--- config.mk ---
export PLATFORM = sky130hd
export DESIGN_NAME = histogram_peak_tracker
export DESIGN_NICKNAME = d
export VERILOG_FILES = /design/src/rtl/histogram_peak_tracker.sv
export SDC_FILE = /design/constraint.sdc
export NUM_CORES = 1
export LEC_CHECK = 0
export CAP_MARGIN = 20
export CORE_ASPECT_RATIO = 0.7
export CORE_MARGIN = 8
export CORE_UTILIZATION = 45
export CTS_CLUSTER_DIAMETER = 80
export CTS_CLUSTER_SIZE = 16
export DETAILED_ROUTE_END_ITERATION = 10
export PLACE_DENSITY = 0.7
export SETUP_SLACK_MARGIN = 0.2
export SYNTH_ARGS = -nofsm -noshare
export SYNTH_HDL_FRONTEND = slang
export SYNTH_SLANG_ARGS = --single-unit
--- constraint.sdc ---
create_clock -name CLK -period 2.5 [get_ports CLK]
set_input_delay 0.75 -clock CLK [delete_from_list [all_inputs] [get_ports CLK]]
set_output_delay 0.75 -clock CLK [all_outputs]
set_load 0.01 [all_outputs]
--- src/rtl/histogram_peak_tracker.sv ---
// histogram_peak_tracker
// Watches the read-back side of a histogram stage for one frame of samples
// and reports the bin with the highest count, its count, and whether any
// sample in the frame returned a saturated count. The sample strobe is
// delayed by one cycle so each bin index lines up with the count that the
// histogram memory returns for it one cycle later.
module histogram_peak_tracker #(
    parameter int SIZE       = 5,
    parameter int MAX_NUMBER = 127,
    parameter int FRAME_LEN  = 1024,
    localparam int BIN_W     = $clog2(MAX_NUMBER)
) (
    input  logic             CLK,
    input  logic             RST,
    input  logic             ENA,
    input  logic [BIN_W-1:0] d_in,
    input  logic [SIZE-1:0]  mem_out,
    input  logic             start,
    input  logic             peak_ready,
    output logic             peak_valid,
    output logic [BIN_W-1:0] peak_bin,
    output logic [SIZE-1:0]  peak_count,
    output logic             peak_sat,
    output logic             busy
);

    localparam int               CNT_W      = $clog2(FRAME_LEN + 1);
    localparam logic [CNT_W-1:0] FRAME_LAST = CNT_W'(FRAME_LEN);
    localparam logic [SIZE-1:0]  SAT_VAL    = {SIZE{1'b1}};

    typedef enum logic [1:0] {
        IDLE   = 2'd0,
        TRACK  = 2'd1,
        REPORT = 2'd2
    } state_t;

    state_t           state_q;
    logic [BIN_W-1:0] d_q;
    logic             v_q;
    logic [SIZE-1:0]  best_q;
    logic [BIN_W-1:0] bin_q;
    logic             sat_q;
    logic [CNT_W-1:0] cnt_q;
    logic             valid_q;
    logic             busy_q;

    logic             pair_cnt;
    logic [CNT_W-1:0] cnt_d;

    // A count is saturated when every bit of the histogram counter is set.
    function automatic logic is_sat(input logic [SIZE-1:0] c);
        return c == SAT_VAL;
    endfunction

    // Qualify the aligned (bin, count) pair and precompute the next sample count.
    always_comb begin
        pair_cnt = (state_q == TRACK) && v_q;
        cnt_d    = cnt_q + CNT_W'(1);
    end

    // Alignment stage plus frame FSM; all outputs are registered here.
    always_ff @(posedge CLK or negedge RST) begin
        if (!RST) begin
            state_q <= IDLE;
            d_q     <= '0;
            v_q     <= 1'b0;
            best_q  <= '0;
            bin_q   <= '0;
            sat_q   <= 1'b0;
            cnt_q   <= '0;
            valid_q <= 1'b0;
            busy_q  <= 1'b0;
        end else begin
            // Strobes seen outside TRACK never become pairs.
            d_q <= d_in;
            v_q <= ENA && (state_q == TRACK);

            case (state_q)
                IDLE: begin
                    if (start) begin
                        state_q <= TRACK;
                        best_q  <= '0;
                        bin_q   <= '0;
                        sat_q   <= 1'b0;
                        cnt_q   <= '0;
                        busy_q  <= 1'b1;
                    end
                end

                TRACK: begin
                    if (pair_cnt) begin
                        cnt_q <= cnt_d;
                        // Strict compare so a tie keeps the earlier bin.
                        if (mem_out > best_q) begin
                            best_q <= mem_out;
                            bin_q  <= d_q;
                        end
                        if (is_sat(mem_out)) begin
                            sat_q <= 1'b1;
                        end
                        // The closing pair is folded in on the same edge that enters REPORT.
                        if (cnt_d == FRAME_LAST) begin
                            state_q <= REPORT;
                            valid_q <= 1'b1;
                        end
                    end
                end

                REPORT: begin
                    // Results stay visible after the handshake until the next start.
                    if (peak_ready) begin
                        state_q <= IDLE;
                        valid_q <= 1'b0;
                        busy_q  <= 1'b0;
                    end
                end

                default: begin
                    state_q <= IDLE;
                    valid_q <= 1'b0;
                    busy_q  <= 1'b0;
                end
            endcase
        end
    end

    assign peak_valid = valid_q;
    assign peak_bin   = bin_q;
    assign peak_count = best_q;
    assign peak_sat   = sat_q;
    assign busy       = busy_q;

endmodule

==> qor.yml <==
start_util: 0.478
seq_area_frac_synth: 0.523
tns_ps: 0
dieHeight_um: 67.8
routed_via_density: 5.77
cts-root-buf: "clkbuf_8"
dieArea_mm2: 0.00610
syn-cell-area_mm2: 0.00172
cts_buffer_depth: 2
avgSynthCellArea_um2: 10.6
vdd_drop_max_mv: 0.626
first_pass_iters: 4
synth_top_area_share: 0.523
r2r_cells: 6
fillCellCount: 275
setup_viol: 0
power_density_mw_per_mm2: 1040
clk_pin_slew_ps: 70
timing.rr.start: "cnt_q[0]"
cts.sinks: 36
met3_length_um: 346
wl_per_cell_um: 17.9
cp_slowest_cell: "clkdlybuf4s50_1"
max_slew.worst_pin.slew_ps: 423
grt_usage: 0.145
first_iter_violations: 190
htree_levels: 2
synth_cell_types: 42
hold_start: "d_q[4]"
slew_viol_final: 0
synth_mux_area_frac: 0.0116
synthTopCellsByCount: "dfrtp_1 (36), nand2_1 (17), o21ai_0 (17)"
ys_warn_count: 0
crit_buf_inv: 2
drc_errors: 0
async_flop_share: 1.00
gp_congestion: 0.911
synth_fa_ha_area_frac: 0.0436
critical-path-top-delay-family: "buffers and inverters"
hold_end: "peak_bin[4]"
min_period_over_period: 0.913
grt_first_pass_wirelength_um: 6980
diodes: 0
row_count: 18
syn_inst: 162
cp_max_fo: 6
insertion_delay_ps: 290
grt_max_degree: 27
power_mw: 2.41
rsz0062_at_grt: "no"
io_pins: 32
synth.most_common_cell: "dfrtp_1"
rrSetupSlack_ps: 320
worstPathCellList: "clkdlybuf4s50_1 -> ha_2 -> nor2_1 -> a21oi_4 -> o311ai_4 -> buf_6 -> a32o_1"
synth_compound_area_frac: 0.217
finalClockSkew_ps: 2.68
min_path_type: "register to register"
final_nets: 225
instances_no_fill: 253
cp.required_ps: 2680
die_w_um: 90.0
synthTopCellsByArea: "dfrtp_1 (52%), a32o_1 (7.0%), o21ai_0 (4.9%), ha_1 (4.4%), nand2_1 (3.7%)"
r2r-end: "state_q[0]"
critPathKind: "primary input to register"
synth-seq-cells: 36
ys.flop_type: "dfrtp_1"
routed.top_layer: "met4"
leakage_nw: 1.01
hold_slack_ps: 473
cts_tree: "yes"
ant_nets: 0
slowest_delay_ps: 470
gr-total-overflow: 0
status: "finished clean"
postCtsHoldBufs: 0
synth_xor_area_frac: 0.0102
synth_top_family_by_area: "compound AO/OA/AOI/OAI gates"
area_delta_synth_final_pct: 34.7
wl_met1_um: 1980
portBuffers: 31
cp.arrival_ps: 2460
drive_gt1_frac: 0.158
timing.fmax_mhz: 438
cp-end-kind: "register"
grt_pass1_vias: 1446
max-slew-margin-rel: 0.716
whs_path_depth: 1
vias: 1460
antenna_found_initial: 0
finalHoldViolations: 0
yosys.area_share.simple: 0.139
wirelength_um: 4520
wl_met2_um: 2150
fin_crit_ps: 2280
synth_top_area_cell: "dfrtp_1"
dp_hpwl_um: 3090
cap_viol_max_count: 0
syn-num-nets: 185
startpoint_type: "primary input"
synth_edf_count: 0
core_mm2: 0.00360
numCtsBuffers: 5
dp.cells: 242
[how the worst max path moves through the flow]
stage / start / to / slack, ps / cells after the start
final: mem_out[4] / peak_count[3] / 220 / 7
after global routing: mem_out[4] / peak_count[1] / 190 / 7
after CTS: mem_out[3] / peak_count[3] / 210 / 7
after detailed placement: mem_out[1] / peak_bin[0] / -380 / 7
after global placement: mem_out[1] / peak_bin[1] / -260 / 7
after floorplan: mem_out[1] / peak_bin[0] / 230 / 7
[power breakdown]
part	internal [mW]	switching [mW]	leakage (nW)
registers	0.749	0.161	0.447
clock network	0.295	0.218	0.0541
logic	0.548	0.443	0.506
[logic make-up (layout without fill, tap and decap cells)]
logic type	count (synthesis)	after routing
multiplexers	2	2
XOR/XNOR	2	2
buffers and inverters	18	58
AO/OA/AOI/OAI	51	52
adder cells (fa/ha/maj)	6	6
AND/OR/NAND/NOR	47	47
flip-flops	36	36
[layer usage]
metal  global-route usage  vias up
met5                    0        -
met4               0.0495        0
met3               0.0543        5
met2                0.228       56
met1                0.182      711
li1                     -      688
[through the flow]
stage	area [um2]	setup WS, ps	util
2_1_floorplan	1720	231	-
3_3_place_gp	2100	-260	0.582
3_5_place_dp	2100	-377	0.582
4_1_cts	2250	207	0.625
5_1_grt	2320	191	0.644
6_report	2320	219	0.644
[layout by cell type, fill, tap and decap left out, drive strengths merged, types with 4 or more instances in the layout]
cell,synthesis,layout
dfrtp,36,36
clkdlybuf4s50,0,27
o21ai,18,18
nand2,17,17
a32o,12,12
buf,4,11
inv,8,8
nor2,8,8
ha,6,6
nand3,5,5
clkbuf,5,5
nand4,4,4
and3,4,4
[sequential cells by signal, indices dropped and copies added (netlist names)]
signal and cells:
cnt_q 11, state_q 2, busy 1, v_q 1, d_q 7, peak_sat 1, peak_valid 1, peak_count 5
peak_bin 7
[timing repair]
action                     CTS  global route
hold endpoints to repair     0             0
gates cloned                 1             1
setup endpoints to repair   12            12
buffers inserted             0             1
pin swaps                    9             6
resized for setup           10            11
[layout make-up]
class / instances / area [um2] / share of cell area
flip-flops and latches: 36 / 901 / 0.388
multi-input cells: 109 / 812 / 0.350
clock buffers: 5 / 68.8 / 0.0296
inverters: 8 / 30.0 / 0.0129
clock inverters: 3 / 42.5 / 0.0183
well taps: 50 / 62.6 / 0.0270
repair buffers: 42 / 404 / 0.174
Note: power is estimated with default switching activity, not from simulation.
